**config.mk**
```make
export PLATFORM = sky130hd
export DESIGN_NAME = wide_add_sequencer_flat
export DESIGN_NICKNAME = d
export VERILOG_FILES = /design/src/rtl/wide_add_sequencer_pkg.sv /design/src/rtl/wide_add_sequencer_if.sv /design/src/rtl/wide_add_sequencer_fsm.sv /design/src/rtl/wide_add_sequencer.sv /design/src/flat_wrapper.sv
export SDC_FILE = /design/constraint.sdc
export NUM_CORES = 1
export LEC_CHECK = 0
export ABC_AREA = 1
export CELL_PAD_IN_SITES_DETAIL_PLACEMENT = 0
export CELL_PAD_IN_SITES_GLOBAL_PLACEMENT = 1
export CORE_MARGIN = 4
export CORE_UTILIZATION = 37
export CTS_BUF_LIST = sky130_fd_sc_hd__clkbuf_4 sky130_fd_sc_hd__clkbuf_8
export DETAILED_ROUTE_END_ITERATION = 6
export PLACE_DENSITY_LB_ADDON = 0.2
export SLEW_MARGIN = 20
export SYNTH_ARGS = -nofsm -noshare
export SYNTH_HDL_FRONTEND = slang
export SYNTH_SLANG_ARGS = --single-unit
```
**constraint.sdc**
```tcl
create_clock -name clk -period 6.2 [get_ports clk]
set_clock_uncertainty 0.15 [all_clocks]
set_input_delay 1.24 -clock clk [delete_from_list [all_inputs] [get_ports clk]]
set_output_delay 1.24 -clock clk [all_outputs]
set_load 0.02 [all_outputs]
```
**src/rtl/wide_add_sequencer_pkg.sv**
```systemverilog
// Shared types and helpers for the multi-cycle wide adder sequencer.
package wide_add_sequencer_pkg;

   typedef enum logic [1:0] {
      IDLE = 2'd0,
      RUN  = 2'd1,
      DONE = 2'd2
   } state_t;

   // Slice index width; a single-slice build still needs one bit.
   function automatic int idx_width(input int k);
      return (k > 1) ? $clog2(k) : 1;
   endfunction

endpackage

```
**src/rtl/wide_add_sequencer_if.sv**
```systemverilog
// Operand/result handshake plus the external n-bit adder slice connection.
interface wide_add_sequencer_if #(
   parameter int N = 8,
   parameter int K = 4
);
   localparam int W = N * K;

   logic         in_valid;
   logic         in_ready;
   logic         cin;
   logic [W-1:0] a;
   logic [W-1:0] b;
   logic         out_valid;
   logic         out_ready;
   logic [W-1:0] s;
   logic         cout;
   logic         prop_all;
   logic         gen_all;
   logic [N-1:0] add_a;
   logic [N-1:0] add_b;
   logic         add_cin;
   logic [N-1:0] add_s;
   logic         add_cout;
   logic         add_prop;
   logic         add_gen;

   modport slave (
      input  in_valid, cin, a, b, out_ready, add_s, add_cout, add_prop, add_gen,
      output in_ready, out_valid, s, cout, prop_all, gen_all, add_a, add_b, add_cin
   );

   modport master (
      output in_valid, cin, a, b, out_ready, add_s, add_cout, add_prop, add_gen,
      input  in_ready, out_valid, s, cout, prop_all, gen_all, add_a, add_b, add_cin
   );

endinterface

```
**src/rtl/wide_add_sequencer_fsm.sv**
```systemverilog
// Sequencer control: state register, slice index counter, handshake flags.
module wide_add_seq_fsm
   import wide_add_sequencer_pkg::*;
#(
   parameter int K    = 4,
   parameter int IDXW = idx_width(K)
) (
   input  logic            clk,
   input  logic            rst_n,
   input  logic            in_valid,
   input  logic            out_ready,
   output state_t          state,
   output logic [IDXW-1:0] idx,
   output logic            in_ready,
   output logic            accept,
   output logic            last,
   output logic            out_valid
);

   localparam logic [IDXW-1:0] IDX_LAST = IDXW'(K - 1);

   // A new operation may enter while the previous result is being taken.
   assign in_ready = (state == IDLE) | ((state == DONE) & out_ready);
   assign accept   = in_valid & in_ready;
   assign last     = (state == RUN) & (idx == IDX_LAST);

   // State, slice counter and result-valid register.
   always_ff @(posedge clk) begin
      if (!rst_n) begin
         state     <= IDLE;
         idx       <= {IDXW{1'b0}};
         out_valid <= 1'b0;
      end else begin
         case (state)
            IDLE: begin
               if (accept) begin
                  state <= RUN;
                  idx   <= {IDXW{1'b0}};
               end else begin
                  state <= IDLE;
               end
            end
            RUN: begin
               if (idx == IDX_LAST) begin
                  state     <= DONE;
                  out_valid <= 1'b1;
               end else begin
                  idx <= idx + IDXW'(1);
               end
            end
            DONE: begin
               if (out_ready) begin
                  out_valid <= 1'b0;
                  if (in_valid) begin
                     state <= RUN;
                     idx   <= {IDXW{1'b0}};
                  end else begin
                     state <= IDLE;
                  end
               end else begin
                  state <= DONE;
               end
            end
            default: begin
               state     <= IDLE;
               idx       <= {IDXW{1'b0}};
               out_valid <= 1'b0;
            end
         endcase
      end
   end

endmodule

```
**src/rtl/wide_add_sequencer.sv**
```systemverilog
// W=N*K-bit adder built by driving one external N-bit slice K times, LSB first,
// chaining carry and merging group propagate/generate across slices.
module wide_add_sequencer
   import wide_add_sequencer_pkg::*;
#(
   parameter int N = 8,
   parameter int K = 4
) (
   input logic                clk,
   input logic                rst_n,
   wide_add_sequencer_if.slave bus
);

   localparam int W    = N * K;
   localparam int IDXW = idx_width(K);

   state_t          state_s;
   logic [IDXW-1:0] idx_s;
   logic            accept_s;
   logic            last_s;
   logic            in_ready_s;
   logic            out_valid_s;
   logic            first_s;

   logic [W-1:0]    a_r;
   logic [W-1:0]    b_r;
   logic            cin_r;
   logic [W-1:0]    s_r;
   logic            carry_r;
   logic            cout_r;
   logic            prop_r;
   logic            gen_r;

   wide_add_seq_fsm #(.K(K), .IDXW(IDXW)) u_fsm (
      .clk       (clk),
      .rst_n     (rst_n),
      .in_valid  (bus.in_valid),
      .out_ready (bus.out_ready),
      .state     (state_s),
      .idx       (idx_s),
      .in_ready  (in_ready_s),
      .accept    (accept_s),
      .last      (last_s),
      .out_valid (out_valid_s)
   );

   assign first_s = (idx_s == {IDXW{1'b0}});

   // Operand capture and slice-by-slice result accumulation.
   always_ff @(posedge clk) begin
      if (!rst_n) begin
         a_r     <= {W{1'b0}};
         b_r     <= {W{1'b0}};
         cin_r   <= 1'b0;
         s_r     <= {W{1'b0}};
         carry_r <= 1'b0;
         cout_r  <= 1'b0;
         prop_r  <= 1'b0;
         gen_r   <= 1'b0;
      end else begin
         if (accept_s) begin
            a_r   <= bus.a;
            b_r   <= bus.b;
            cin_r <= bus.cin;
         end
         if (state_s == RUN) begin
            s_r[idx_s*N +: N] <= bus.add_s;
            carry_r           <= bus.add_cout;
            if (first_s) begin
               prop_r <= bus.add_prop;
               gen_r  <= bus.add_gen;
            end else begin
               prop_r <= prop_r & bus.add_prop;
               gen_r  <= bus.add_gen | (bus.add_prop & gen_r);
            end
            if (last_s) begin
               cout_r <= bus.add_cout;
            end
         end
      end
   end

   // Slice operands come straight from the latched registers, so never X.
   assign bus.add_a     = a_r[idx_s*N +: N];
   assign bus.add_b     = b_r[idx_s*N +: N];
   assign bus.add_cin   = first_s ? cin_r : carry_r;

   assign bus.in_ready  = in_ready_s;
   assign bus.out_valid = out_valid_s;
   assign bus.s         = s_r;
   assign bus.cout      = cout_r;
   assign bus.prop_all  = prop_r;
   assign bus.gen_all   = gen_r;

endmodule

```
**src/flat_wrapper.sv**
```systemverilog
// flat-port wrapper written by rule: the top's interface ports become plain ports
module wide_add_sequencer_flat import wide_add_sequencer_pkg::*;
#(
   parameter int N = 8,
   parameter int K = 4
)
  (clk, rst_n, bus_in_valid, bus_cin, bus_a, bus_b, bus_out_ready, bus_add_s, bus_add_cout, bus_add_prop, bus_add_gen, bus_in_ready, bus_out_valid, bus_s, bus_cout, bus_prop_all, bus_gen_all, bus_add_a, bus_add_b, bus_add_cin);
  wide_add_sequencer_if #(.N(N), .K(K)) bus_i ();
  input logic clk;
  input logic rst_n;
  input wire logic [$bits(bus_i.in_valid)-1:0] bus_in_valid;
  input wire logic [$bits(bus_i.cin)-1:0] bus_cin;
  input wire logic [$bits(bus_i.a)-1:0] bus_a;
  input wire logic [$bits(bus_i.b)-1:0] bus_b;
  input wire logic [$bits(bus_i.out_ready)-1:0] bus_out_ready;
  input wire logic [$bits(bus_i.add_s)-1:0] bus_add_s;
  input wire logic [$bits(bus_i.add_cout)-1:0] bus_add_cout;
  input wire logic [$bits(bus_i.add_prop)-1:0] bus_add_prop;
  input wire logic [$bits(bus_i.add_gen)-1:0] bus_add_gen;
  output wire logic [$bits(bus_i.in_ready)-1:0] bus_in_ready;
  output wire logic [$bits(bus_i.out_valid)-1:0] bus_out_valid;
  output wire logic [$bits(bus_i.s)-1:0] bus_s;
  output wire logic [$bits(bus_i.cout)-1:0] bus_cout;
  output wire logic [$bits(bus_i.prop_all)-1:0] bus_prop_all;
  output wire logic [$bits(bus_i.gen_all)-1:0] bus_gen_all;
  output wire logic [$bits(bus_i.add_a)-1:0] bus_add_a;
  output wire logic [$bits(bus_i.add_b)-1:0] bus_add_b;
  output wire logic [$bits(bus_i.add_cin)-1:0] bus_add_cin;
  assign bus_i.in_valid = bus_in_valid;
  assign bus_i.cin = bus_cin;
  assign bus_i.a = bus_a;
  assign bus_i.b = bus_b;
  assign bus_i.out_ready = bus_out_ready;
  assign bus_i.add_s = bus_add_s;
  assign bus_i.add_cout = bus_add_cout;
  assign bus_i.add_prop = bus_add_prop;
  assign bus_i.add_gen = bus_add_gen;
  assign bus_in_ready = bus_i.in_ready;
  assign bus_out_valid = bus_i.out_valid;
  assign bus_s = bus_i.s;
  assign bus_cout = bus_i.cout;
  assign bus_prop_all = bus_i.prop_all;
  assign bus_gen_all = bus_i.gen_all;
  assign bus_add_a = bus_i.add_a;
  assign bus_add_b = bus_i.add_b;
  assign bus_add_cin = bus_i.add_cin;
  wide_add_sequencer #(.N(N), .K(K)) u_core (.clk(clk), .rst_n(rst_n), .bus(bus_i));
endmodule
```
==> flow_summary.json, run 1 <==
{
  "antenna_cells": 0,
  "synth-main-ff-cell": "dfxtp_1",
  "clk_pin_slew_worst_paths_ns": 0.10,
  "first_global_vias": 4434,
  "postSynth.asyncResetShare_pct": 0,
  "max-slew-margin-rel_pct": 33.2,
  "synth_commonest_cells": "nand2_1 (126), a21oi_1 (106), dfxtp_1 (106)",
  "overflow": 0,
  "start_kind": "flop",
  "reg2reg_to": "u_core.bus.s[26]$_SDFFE_PN0P_",
  "cp_top_family": "buffers and inverters",
  "critPathSlowestCell": "dfxtp_1",
  "max-vdd-ir-drop_uv": 89.8,
  "path_cells": "inv_1 -> ha_1 -> o21ai_0 -> clkdlybuf4s50_1",
  "cp.required_ns": 4.81,
  "ys_seq_area_share_pct": 47.4,
  "vias": 4500,
  "layout.nets": 792,
  "io_pins": 134,
  "syn_nets": 688,
  "area_growth_pct": 34.6,
  "netSwitchingPower_uw": 398,
  "grt_antenna_before_repair": 0,
  "clkSinkCount": 106,
  "crit_cells": 4,
  "tightest_slew_ns": 0.996,
  "critPathMaxFanout": 20,
  "synthDistinctLibCells": 23,
  "cap_violations": 0,
  "yosys.area.top_type": "dfxtp_1",
  "avgRoutedWirePerCell_um": 15.4,
  "die_h_um": 118,
  "num_rows": 39,
  "yosysTopAreaCellShare_pct": 47.4,
  "hold_viol_final": 0,
  "period_share_pct": 70.8,
  "dr.pass1.iters": 5,
  "critPathBufInv": 2,
  "crit_start": "u_core.u_fsm.idx[1]$_SDFFE_PN0P_",
  "initial_utilization_pct": 38.6,
  "ff2ff_path_depth": 6,
  "yosysMostFrequentCell": "nand2_1",
  "grt_pass1_wl_um": 21500,
  "finalMaxSlewViolations": 0,
  "cts_hold_buf": 0,
  "clock_latency_ns": 0.36,
  "worstPathArrival_ns": 3.00,
  "period_minus_slack_ns": 4.39,
  "synth-seq-cells": 106,
  "core_area_um2": 11600,
  "seqCellArea_um2": 2120,
  "dieWidth_um": 118,
  "yosysWarnings": 0,
  "grt_max_degree": 68,
  "ys_top_cells_by_area": "dfxtp_1 (47%), a21oi_1 (12%), nand2_1 (11%)",
  "worstSetupEndpoint": "bus_add_cin",
  "hp-class": "flop to flop",
  "clockRootBuffer": "clkbuf_8",
  "rsz0062_at_grt": "false",
  "htreeDepth": 3,
  "place_congestion": 0.830,
  "fillCellCount": 1195,
  "antenna_left": 0,
  "synth_edf_count": 0,
  "post_cts_resized": 0,
  "status": "finished clean",
  "clkPwrFrac_pct": 30.3,
  "postCtsSetupBuffers": 0,
  "worstSetupPathType": "flop to primary output",
  "die_area_um2": 13900,
  "clockBufferDepth": 2,
  "dp_hpwl_um": 8860,
  "r2r_setup_slack_ns": 3.31,
  "p_leak_nw": 2.22,
  "drive_gt1_share_pct": 4.93,
  "syn_avg_cell_area_um2": 7.44,
  "drc": 0,
  "tritoncts.num_buffers": 9,
  "fmax_ghz": 0.228,
  "p_sw_share_pct": 27.3,
  "portBuffers": 133,
  "drt_iter0_drc": 347,
  "timing.rr.start": "u_core.u_fsm.idx[1]$_SDFFE_PN0P_",
  "synthesis.instances": 602,
  "grt_usage_pct": 18.7,
  "fin_tns_setup_ns": 0,
  "internal-power_mw": 1.06,
  "pwr-share-seq_pct": 50.4,
  "power_frac_comb_pct": 19.3,
  "synth_area_um2": 4480,
  "via_per_inst": 5.28,
  "setup_viol": 0,
  "crit_path_end_kind": "primary output",
  "wirelength_um": 13200,
  "final_util_pct": 51.9,
  "cts_tree": "done",
  "multi_input_area_um2": 2100,
  "power_density_nw_per_um2": 242,
  "cpPeakStageDelay_ns": 0.83
}
==> per-stage QoR <==
stage          cell area (µm²)  hold WS [ns]  std cells  total power, mW  setup slack (ns)
6_report                  6030         0.312        853             1.46              1.81
5_1_grt                   6030         0.328        853             1.53              1.56
4_1_cts                   6030         0.313        853             1.48              1.72
2_1_floorplan             4480         0.274        602            0.905              3.13
3_5_place_dp              5820         0.299        838             1.03              2.16
3_3_place_gp              5820         0.295        838             1.03              2.16
==> kinds of logic (layout without fill, tap and decap cells) <==
logic type,count (synthesis),after routing,share of synthesized area (%)
compound gates,166,166,19.1
fa+ha+maj,6,6,1.68
simple gates,262,262,25.8
buf+inv,62,170,6.12
flops,106,106,47.4
==> placed cells by master, fill, tap and decap left out, drive strengths merged, types with 2 or more instances in the layout <==
cell           count
clkdlybuf4s50    132
nand2            128
a21oi            107
dfxtp            106
nand3             88
o21ai             43
nor2              43
inv               17
o22ai             16
clkbuf            13
ha                 6
buf                5
or2                2
clkinv             2
==> sequential cells by signal (all words and copies together) (netlist names) <==
register and flops:
u_core.a_r 32, u_core.b_r 32, u_core.bus.cout 1, u_core.bus.gen_all 1, u_core.bus.prop_all 1, u_core.bus.s 32
u_core.carry_r 1, u_core.cin_r 1, u_core.u_fsm.idx 2, u_core.u_fsm.out_valid 1, u_core.u_fsm.state 2
==> worst min-delay path by stage <==
stage	start	endpoint	slack [ns]	cells after the start
global placement	u_core.a_r[16]$_SDFFE_PN0P_	u_core.a_r[16]$_SDFFE_PN0P_	0.30	2
global route	u_core.a_r[10]$_SDFFE_PN0P_	u_core.a_r[10]$_SDFFE_PN0P_	0.33	2
floorplan	u_core.carry_r$_SDFFE_PN0N_	u_core.carry_r$_SDFFE_PN0N_	0.27	2
detailed placement	u_core.a_r[10]$_SDFFE_PN0P_	u_core.a_r[10]$_SDFFE_PN0P_	0.30	2
finish	u_core.a_r[10]$_SDFFE_PN0P_	u_core.a_r[10]$_SDFFE_PN0P_	0.31	2
CTS	u_core.a_r[10]$_SDFFE_PN0P_	u_core.a_r[10]$_SDFFE_PN0P_	0.31	2
==> power groups by stage <==
stage                     clock network, mW  registers [mW]  logic (mW)
final                                 0.443           0.735       0.282
after CTS                             0.457           0.735       0.285
after floorplan                           0           0.752       0.153
after global placement                    0           0.750       0.280
after global routing                  0.480           0.740       0.310
after detailed placement                  0           0.751       0.283
==> final cells by class <==
type | count | area share, %
tap | 143 | 2.97
sequential | 106 | 35.2
inverter | 18 | 1.12
multi-input combinational | 434 | 34.8
clock buffer | 13 | 2.86
timing repair buffer | 137 | 22.5
clock inverter | 2 | 0.581
==> layer usage <==
layer / share of wire [%] / global-route usage (%) / wire, µm
met4: 1.6 / 7.40 / 206
met3: 5.3 / 4.08 / 691
met1: 47 / 24.2 / 6150
met2: 46 / 30.4 / 6110
met5: 0 / 0 / 0
==> worst reg2reg max path, stage by stage, from the launching register on <==
cell     delay [ns]
dfxtp_1        0.83
inv_1          0.55
ha_1           0.50
or2_2          0.35
nor2_4         0.22
nand2_1        0.07
a21oi_1        0.13
Power figures use the tool's default switching activity.
==> run 2: changes to the inputs <==
CORE_UTILIZATION = 34   (was 37)
clock period = 4.5 ns   (was 6.2 ns; I/O delays follow)
==> flow_summary.json, run 2 (synthesized netlist as in run 1, its figures left out) <==
{
  "via_per_inst": 5.04,
  "rsz0062_at_grt": "false",
  "overflow": 0,
  "final_cells": 883,
  "critPathMaxFanout": 20,
  "layout.nets": 796,
  "io_pins": 134,
  "area_growth_pct": 35.0,
  "period_minus_slack_ns": 3.51,
  "setup_viol": 0,
  "dieWidth_um": 123,
  "dp_hpwl_um": 9220,
  "fmax_ghz": 0.285,
  "path_cells": "buf_4 -> inv_1 -> o21ai_0 -> o22ai_1 -> clkdlybuf4s50_1",
  "hp-start": "u_core.b_r[20]$_SDFFE_PN0P_",
  "clock_latency_ns": 0.35,
  "tritoncts.num_buffers": 9,
  "clockBufferDepth": 2,
  "tightest_slew_ns": 0.892,
  "hp-class": "flop to flop",
  "place_congestion": 0.841,
  "portBuffers": 133,
  "num_rows": 41,
  "crit_path_end_kind": "primary output",
  "fillCellCount": 1310,
  "cts_hold_buf": 0,
  "p_leak_nw": 2.21,
  "grt_usage_pct": 18.4,
  "first_global_vias": 4418,
  "grt_max_degree": 67,
  "drive_gt1_share_pct": 5.20,
  "clk_pin_slew_worst_paths_ns": 0.09,
  "mostFrequentLayoutCell": "clkdlybuf4s50_1",
  "cpPeakStageDelay_ns": 0.65,
  "clkSinkCount": 106,
  "wirelength_um": 13600,
  "hold_viol_final": 0,
  "max-vdd-ir-drop_uv": 107,
  "critPathSlowestCell": "clkdlybuf4s50_1",
  "pre_cts_ws_ns": 1.25,
  "die_h_um": 123,
  "status": "finished clean",
  "dr.pass1.iters": 5,
  "finalMaxSlewViolations": 0,
  "max-slew-margin-rel_pct": 40.6,
  "reg2reg_to": "u_core.bus.s[28]$_SDFFE_PN0P_",
  "post_cts_resized": 0,
  "avgRoutedWirePerCell_um": 15.4,
  "power_density_nw_per_um2": 317,
  "vias": 4446,
  "core_area_um2": 12800,
  "antenna_left": 0,
  "period_share_pct": 78.1,
  "hold_depth": 2,
  "place_inst": 871,
  "drt_iter0_drc": 324,
  "cp.required_ns": 3.45,
  "hold_slack_ns": 0.314,
  "cts_tree": "done",
  "timing.rr.start": "u_core.u_fsm.idx[0]$_SDFFE_PN0P_",
  "most-common-layout-cells": "clkdlybuf4s50_1 (132), nand2_1 (125), a21oi_1 (106), dfxtp_1 (105), nand3_1 (87)",
  "postCtsSetupBuffers": 0,
  "r2r_setup_slack_ns": 2.05,
  "htreeDepth": 3,
  "die_area_um2": 15100,
  "fin_tns_setup_ns": 0,
  "clockRootBuffer": "clkbuf_8",
  "start_kind": "flop",
  "setup_slack_ns": 0.986,
  "hold_end": "u_core.b_r[20]$_SDFFE_PN0P_",
  "cap_violations": 0,
  "initial_utilization_pct": 35.1,
  "worstPathArrival_ns": 2.46,
  "grt_antenna_before_repair": 0,
  "grt_pass1_wl_um": 22200,
  "drc": 0,
  "worstSetupPathType": "flop to primary output",
  "ff2ff_path_depth": 7,
  "antenna_cells": 0
}
## run 2: report_power, final
part	internal, mW	switching (mW)
Sequential	0.985	0.0276
Clock	0.211	0.301
Combinational	0.177	0.217
## run 2: critical path: cells and delay by family, from the launching register on
family	cells	cell delay [ns]
buffers and inverters	3	1.36
AO/OA/AOI/OAI	2	0.43
flip-flops	1	0.31
## run 2: final cells by class
cell class,instances,area [µm²],share of cell area [%]
clock buffer,11,145,2.40
clock inverter,1,5.00,0.0827
inverter,18,67.6,1.12
multi-input combinational,434,2090,34.6
sequential,106,2120,35.1
tap,172,215,3.56
timing repair buffer,141,1400,23.1
## run 2: how the worst max path moves through the flow
stage | startpoint | endpoint | slack, ns | cells after the start
final | u_core.u_fsm.idx[1]$_SDFFE_PN0P_ | bus_add_a[6] | 0.99 | 5
after detailed placement | bus_out_ready | bus_in_ready | 1.25 | 4
after floorplan | u_core.u_fsm.idx[0]$_SDFFE_PN0P_ | bus_add_cin | 1.81 | 4
after CTS | u_core.u_fsm.idx[1]$_SDFFE_PN0P_ | bus_add_cin | 0.92 | 6
after global routing | u_core.u_fsm.idx[1]$_SDFFE_PN0P_ | bus_add_cin | 0.76 | 6
after global placement | bus_out_ready | bus_in_ready | 1.26 | 4
## run 2: per-stage QoR
stage | util [%] | cell area (µm²) | power [mW]
after detailed placement | 46.2 | 5900 | 1.43
after CTS | 47.4 | 6050 | 1.94
after global placement | 46.2 | 5900 | 1.43
after global routing | 47.4 | 6050 | 2.02
final | 47.4 | 6050 | 1.92
after floorplan | - | 4480 | 1.25
## run 2: layer usage
layer	share of wire [%]	global-route usage [%]	vias to the layer above
met5	0	0	-
li1	-	-	2238
met4	1.7	6.93	0
met3	5.3	3.32	16
met1	47	24.9	2062
met2	46	29.1	130
